**src/rtl/restoring_divider.sv**
```systemverilog
// restoring_divider: N-bit unsigned restoring divider, operands loaded as four half-words,
// one quotient bit per cycle.
module restoring_divider #(
    parameter int N = 16
) (
    input  logic           clk,
    input  logic           rst,
    input  logic           start,
    input  logic [N/2-1:0] inBus,
    input  logic           outSel,
    output logic [N-1:0]   outBus,
    output logic           busy,
    output logic           done,
    output logic           divByZero
);
    localparam int H  = N / 2;
    localparam int CW = $clog2(N);

    typedef enum logic [2:0] {IDLE, LD1, LD2, LD3, CHECK, DIV, DONE} state_t;

    state_t        r_state, w_next;
    logic [N-1:0]  r_dvd, r_dvs, r_quo, r_rem, w_diff;
    logic [CW-1:0] r_cnt;
    logic          r_dbz;
    logic [N:0]    w_shift;
    logic          w_ge, w_last, w_zero;

    // The partial remainder never exceeds N bits once a step settles, so only the shifted
    // value needs the extra bit for the trial comparison.
    assign w_shift = {r_rem, r_quo[N-1]};
    assign w_ge    = w_shift >= {1'b0, r_dvs};
    assign w_diff  = w_shift[N-1:0] - r_dvs;
    assign w_last  = r_cnt == CW'(N - 1);
    assign w_zero  = r_dvs == '0;

    always_ff @(posedge clk or posedge rst) begin
        if (rst) r_state <= IDLE;
        else     r_state <= w_next;
    end

    always_comb begin
        w_next = r_state;
        case (r_state)
            IDLE, DONE: w_next = start ? LD1 : r_state;
            LD1:        w_next = LD2;
            LD2:        w_next = LD3;
            LD3:        w_next = CHECK;
            CHECK:      w_next = w_zero ? DONE : DIV;
            DIV:        w_next = w_last ? DONE : DIV;
            default:    w_next = IDLE;
        endcase
    end

    always_ff @(posedge clk or posedge rst) begin
        if (rst) begin
            r_dvd <= '0;
            r_dvs <= '0;
            r_quo <= '0;
            r_rem <= '0;
            r_cnt <= '0;
            r_dbz <= 1'b0;
        end else begin
            case (r_state)
                IDLE, DONE: if (start) begin
                    r_dvd[H-1:0] <= inBus;
                    r_dbz        <= 1'b0;
                end
                LD1: r_dvd[N-1:H] <= inBus;
                LD2: r_dvs[H-1:0] <= inBus;
                LD3: r_dvs[N-1:H] <= inBus;
                CHECK: if (w_zero) begin
                    r_dbz <= 1'b1;
                    r_quo <= '1;
                    r_rem <= r_dvd;
                end else begin
                    r_rem <= '0;
                    r_quo <= r_dvd;
                    r_cnt <= '0;
                end
                DIV: begin
                    r_rem <= w_ge ? w_diff : w_shift[N-1:0];
                    r_quo <= {r_quo[N-2:0], w_ge};
                    r_cnt <= r_cnt + 1'b1;
                end
                default: ;
            endcase
        end
    end

    assign done      = r_state == DONE;
    assign busy      = !(r_state == IDLE || r_state == DONE);
    assign divByZero = r_dbz;
    assign outBus    = outSel ? r_rem : r_quo;
endmodule

```
**config.mk**
```make
export PLATFORM = sky130hd
export DESIGN_NAME = restoring_divider
export DESIGN_NICKNAME = d
export VERILOG_FILES = /design/src/rtl/restoring_divider.sv
export SDC_FILE = /design/constraint.sdc
export NUM_CORES = 1
export LEC_CHECK = 0
export ABC_CLOCK_PERIOD_IN_PS = 4950
export CORE_MARGIN = 2
export CORE_UTILIZATION = 69
export DETAILED_ROUTE_END_ITERATION = 6
export DONT_BUFFER_PORTS = 1
export PLACE_DENSITY_LB_ADDON = 0.2
export SETUP_SLACK_MARGIN = 0.02
export SYNTH_ARGS = -nofsm -noshare
export SYNTH_HDL_FRONTEND = slang
export SYNTH_SLANG_ARGS = --single-unit
export TNS_END_PERCENT = 50
```
**constraint.sdc**
```tcl
create_clock -name clk -period 4.95 [get_ports clk]
set_input_delay 0.7425 -clock clk [delete_from_list [all_inputs] [get_ports clk]]
set_output_delay 0.7425 -clock clk [all_outputs]
set_load 0.005 [all_outputs]
```
Word-level counts from Yosys, hierarchy flattened
Index checks and enable logic that the tools add are counted.
{ "word_totals": {"output_inout_bits": 19, "input_bits": 12, "elab_cells": 47, "register_bits": 72} }
{ "op_classes": {"eq_ne": 10, "addsub": 2, "magnitude_cmp": 1, "n_reduce_logical": 10, "mux": 15} }
{ "ops": {"columns": ["op", "count"], "rows": [
  ["16-bit 2-to-1 mux", 4],
  ["16-bit case mux with 2 select lines", 2],
  ["3-bit case mux with 6 select lines", 1],
  ["17-bit by 16-bit >= comparator with 1-bit output", 1],
  ["16-bit zero test", 1],
  ["16-bit subtractor", 1],
  ["3-bit == test (second input constant)", 3],
  ["4-bit case mux with 2 select lines", 1],
  ["3-bit by 2-bit == test with 1-bit output (second input constant)", 2],
  ["2-bit != test (second input constant)", 3],
  ["4-bit by 1-bit adder with 4-bit output (second input constant)", 1],
  ["4-bit == test (second input constant)", 1],
  ["2-bit 2-to-1 mux", 2],
  ["4-bit 2-to-1 mux", 1],
  ["2-bit AND reduction", 2],
  ["2-bit nonzero test", 2],
  ["3-bit by 1-bit == test with 1-bit output (second input constant)", 1],
  ["3-bit zero test", 1],
  ["3-bit 2-to-1 mux", 1],
  ["3-bit AND reduction", 1],
  ["1-bit 2-to-1 mux", 2],
  ["1-bit case mux with 2 select lines", 1],
  ["2-bit OR reduction", 1],
  ["1-bit zero test", 1],
  ["1-bit logical OR", 1]
]} }

Depth between registers and ports, before layout
{ "logic_depth": {"ltp_word": 4, "ltp_mapped": 11, "mapped_depth_nobuf": 10} }

Worst setup path before layout
Ideal clock, no wire load.
{ "synth_timing": {"kind": "input port to output port", "start": "input port outSel", "end": "output port outBus[10]", "n_path_buf": 2, "required_ps": 4208, "path_stages": 3, "t_arrival_ps": 1729, "path_slack_ps": 2479, "cell_sequence": "clkbuf_1 clkbuf_1 mux2_2"} }
{ "synth_between": {"elab_chain_cells": 1} }
{ "synth_rtl": {"columns": ["element", "line", "text"], "rows": [
  ["from (decl)", "10", "input logic outSel,"],
  ["16-bit 2-to-1 mux", "93", "assign outBus = outSel ? r_rem : r_quo;"],
  ["to (decl)", "11", "output logic [N-1:0] outBus,"]
]} }
No other way between the ends.

Worst setup path after layout
{ "layout_timing": {"start": "register r_dvs[3]", "end": "register r_rem[14]"} }
{ "layout_between": {"elab_chain_cells": 3, "elab_cells_between_ends": 6, "cone_classes": "add/sub (1); order compare (1); mux (3); reduce/logical (1)"} }
{ "layout_rtl": {"columns": ["element", "line", "text"], "rows": [
  ["from (decl)", "22", "logic [N-1:0] r_dvd, r_dvs, r_quo, r_rem, w_diff;"],
  ["from (signal, indexed assignment)", "69", "LD2: r_dvs[H-1:0] <= inBus;"],
  ["from (signal, indexed assignment)", "70", "LD3: r_dvs[N-1:H] <= inBus;"],
  ["16-bit subtractor, or another cell as far along", "32", "assign w_diff = w_shift[N-1:0] - r_dvs;"],
  ["16-bit 2-to-1 mux, on equally long branches", "81, 71", null],
  ["16-bit case mux with 2 select lines *", "63", "case (r_state)"],
  ["to (signal assigned)", "74", "r_rem <= r_dvd;"],
  ["to (signal assigned)", "81", "r_rem <= w_ge ? w_diff : w_shift[N-1:0];"],
  ["to (decl)", "22", null]
]} }
Mark *: on every way between the ends. The rest lies on a longest branch, timed or not.
A chain may end at the register's enable or synchronous reset.

==> metrics.cfg <==
[clocking]
htree_levels=3
clockBufferDepth=2
clock-root-buffer=clkbuf_8
cts_tree=built
clkSinkCount=72
cts_buffers=9
clk_transition_reported_paths_ns=0.07
hold_buffers=0
ctsResizeCount=0
post_cts_buffers=0
clk_latency_ns=0.36

[timing]
drv_slew=0
skew_ns=0.0114
maxSlewHeadroom_pct=17.4
period_needed_ns=2.94
setup_viol=0
hold_viol_final=0
worst_pin_slew_ns=1.24
fmax_mhz=340
period_share_pct=59.3
grt_setup_unrepaired=no
setup_tns_ns=0

[placed_design]
place_inst=519
place_area_um2=4400
dp_hpwl_mm=7.56
gp_congestion=0.884
portBuffers=0

[grt]
grt_pass1_wl_mm=17.5
antenna_found_initial=0
grt_util_met2_pct=52.8
busiest_layer=met2
grt_max_degree=73
grt_usage_pct=32.2
grt_pass1_vias=3454
met3_usage_pct=8.61
grt_overflow=0
gr-usage-met1_pct=42.2

[layout]
fin_area_um2=4570
area_growth_pct=4.31
fin_cells=534
drive_gt1_share_pct=17.3
fillers=464
multiInputGateArea_um2=2390
final_nets=483
n_antenna_cell=0
seq_area_um2=1800

[job]
maxCapViolCount=0

[pwr]
internal_power_mw=1.54
combPwrFrac_pct=46.1
p_switching_mw=1.14
powerDensity_nw_per_um2=587
vdd_drop_max_v=0.000650
p_leak_nw=2.05
power_frac_clock_pct=15.8
seq_power_share_pct=38.2
power_switching_share_pct=42.5

[floorplanning]
ios=31
die_y_um=83.7
coreArea_um2=6240
num_rows=29
die_area_um2=7010
initial_core_util_pct=70.2
die_w_um=83.7

[critical_path]
worstPathMaxFanout=19
worst_ep_arrival_time_ns=3.21
path_class=flop to flop
required_ns=5.22
critPathCaptureType=flop
start_kind=flop

[yosys]
avgSynthCellArea_um2=9.49
post_synth_fa_ha_maj_area_fraction_pct=5.31
synth_mux_area_share_pct=14.0
synthXorXnorAreaFrac_pct=3.00
synth_cell_types=56
synth_cells=462
ys_seq_elements=72
yosys_warnings=0
async_flop_share_pct=100
synthesis.area_um2=4380
synth_compound_area_share_pct=19.2
synth_top_family_by_area=compound AO/OA/AOI/OAI gates
syn_nets=492
ys.flop_type=dfrtp_1
synthSimpleGateAreaFrac_pct=13.0
yosysSeqAreaShare_pct=41.1
synth_edf_count=0

[detailed_routing]
wl_per_cell_um=20.1
drc=0
ant_nets=0
routed_via_density=6.54
drt_pass1_iterations=5
num_vias=3491
drtIter0Drc=268
routed_wirelength_mm=10.7

[run_status]
status=complete, no violations

[min_path]
hold_path.class=input pin to flop

through the flow:
step	utilization [%]	setup WS, ns	hold WS, ns	total power [mW]
CTS	73.3	2.15	0.509	2.67
global route	73.3	1.82	0.515	2.89
finish	73.3	2.01	0.510	2.68
detailed placement	70.5	2.17	0.494	2.25
floorplan	-	2.38	0.459	1.98
global placement	70.5	2.20	0.480	2.21
Yosys cell counts, drive strengths merged (2+ instances only):
| cell | number | area share, % |
|---|---|---|
| nand3 | 10 | 1.1 |
| mux2i | 12 | 2.7 |
| nand2b | 6 | 0.86 |
| o2111ai | 2 | 0.40 |
| and3 | 3 | 0.49 |
| nor2 | 37 | 3.2 |
| dfrtp | 72 | 41 |
| nor3 | 4 | 0.57 |
| nand2 | 46 | 4.1 |
| a21oi | 28 | 3.2 |
| nor4 | 4 | 0.57 |
| clkbuf | 19 | 1.7 |
| xor2 | 7 | 1.4 |
| mux2 | 43 | 11 |
| a22oi | 15 | 2.6 |
| nor2b | 5 | 0.71 |
| and4 | 2 | 0.43 |
| buf | 5 | 0.83 |
| xnor2 | 8 | 1.6 |
| ha | 17 | 4.9 |
| o21ai | 60 | 7.2 |
| a31oi | 4 | 0.91 |
| a21o | 6 | 1.1 |
| a211o | 2 | 0.43 |
| a22o | 3 | 0.60 |
| a211oi | 3 | 0.51 |
| inv | 23 | 2.0 |
critical path: stages, from the launching register on:
cell,delay [ns]
dfrtp_1,0.38
nor4_1,0.59
and4_1,0.31
buf_4,0.24
inv_1,0.10
nor3_2,0.85
a22o_1,0.25
a41oi_1,0.05
o21ai_0,0.10
state kept, by name, indices dropped and copies added, names as in the netlist:
name and cells:
r_dvs 16, r_quo 16, r_dvd 16, divByZero 1, r_state 3, r_rem 16, r_cnt 4
cell families after synthesis:
group,after synthesis
xor+xnor,15
mux,55
simple gates,122
compound gates,133
buf+inv,47
fa+ha+maj,18
flops,72
layout by cell type (no fill, tap or decap), types with 2 or more instances in the layout:
master | netlist | layout
buf_4 | 0 | 4
a31oi_1 | 3 | 3
nor3_1 | 3 | 3
o21ai_2 | 4 | 4
mux2_2 | 41 | 41
a22oi_1 | 15 | 15
o21ai_1 | 2 | 2
xor2_1 | 7 | 7
o21ai_0 | 54 | 54
clkinvlp_4 | 0 | 2
nand2b_1 | 6 | 6
o2111ai_1 | 2 | 2
nand2_1 | 45 | 45
inv_1 | 23 | 22
and3_2 | 2 | 2
mux2i_1 | 12 | 12
a22o_1 | 3 | 3
clkbuf_8 | 0 | 10
ha_1 | 17 | 17
nor2b_1 | 5 | 5
nand3_1 | 10 | 10
nor2_1 | 37 | 37
xnor2_1 | 8 | 8
dfrtp_1 | 72 | 72
a211oi_1 | 3 | 3
clkinv_2 | 0 | 2
nor4_1 | 4 | 4
a21o_1 | 5 | 5
mux2_4 | 2 | 2
a21oi_1 | 28 | 28
final cells by class:
class / count / share of cell area, %
clock buffers: 10 / 3.01
clock inverters: 5 / 0.739
inverters: 23 / 1.89
multi-input cells: 343 / 52.2
flip-flops and latches: 72 / 39.4
well taps: 77 / 2.11
repair buffers: 4 / 0.657
final timing paths:
path	cells past startpoint	slack, ns	endpoint	from
min in group asynchronous	2	0.53	r_quo[2]	rst
min reg2reg	2	0.51	r_quo[5]	r_quo[5]
max in group asynchronous	2	3.82	r_dvs[12]	rst
max reg2reg	8	2.01	r_rem[14]	r_dvs[3]
max	8	2.01	r_rem[14]	r_dvs[3]
min	2	0.51	r_dvs[7]	inBus[7]
power groups by stage:
stage	Clock [mW]	Sequential (mW)	Combinational [mW]
floorplan	0	0.946	1.03
global placement	0	1.02	1.18
detailed placement	0	1.03	1.22
CTS	0.421	1.02	1.23
global route	0.450	1.06	1.38
finish	0.423	1.02	1.24
routing by layer:
layer / part of all wire (%) / vias to the layer above / wire length [µm]
li1: - / 1637 / -
met4: 2.1 / 0 / 226
met1: 42 / 1701 / 4480
met5: 0 / - / 0
met3: 7.3 / 25 / 780
met2: 49 / 128 / 5230
Power figures use the tool's default switching activity.
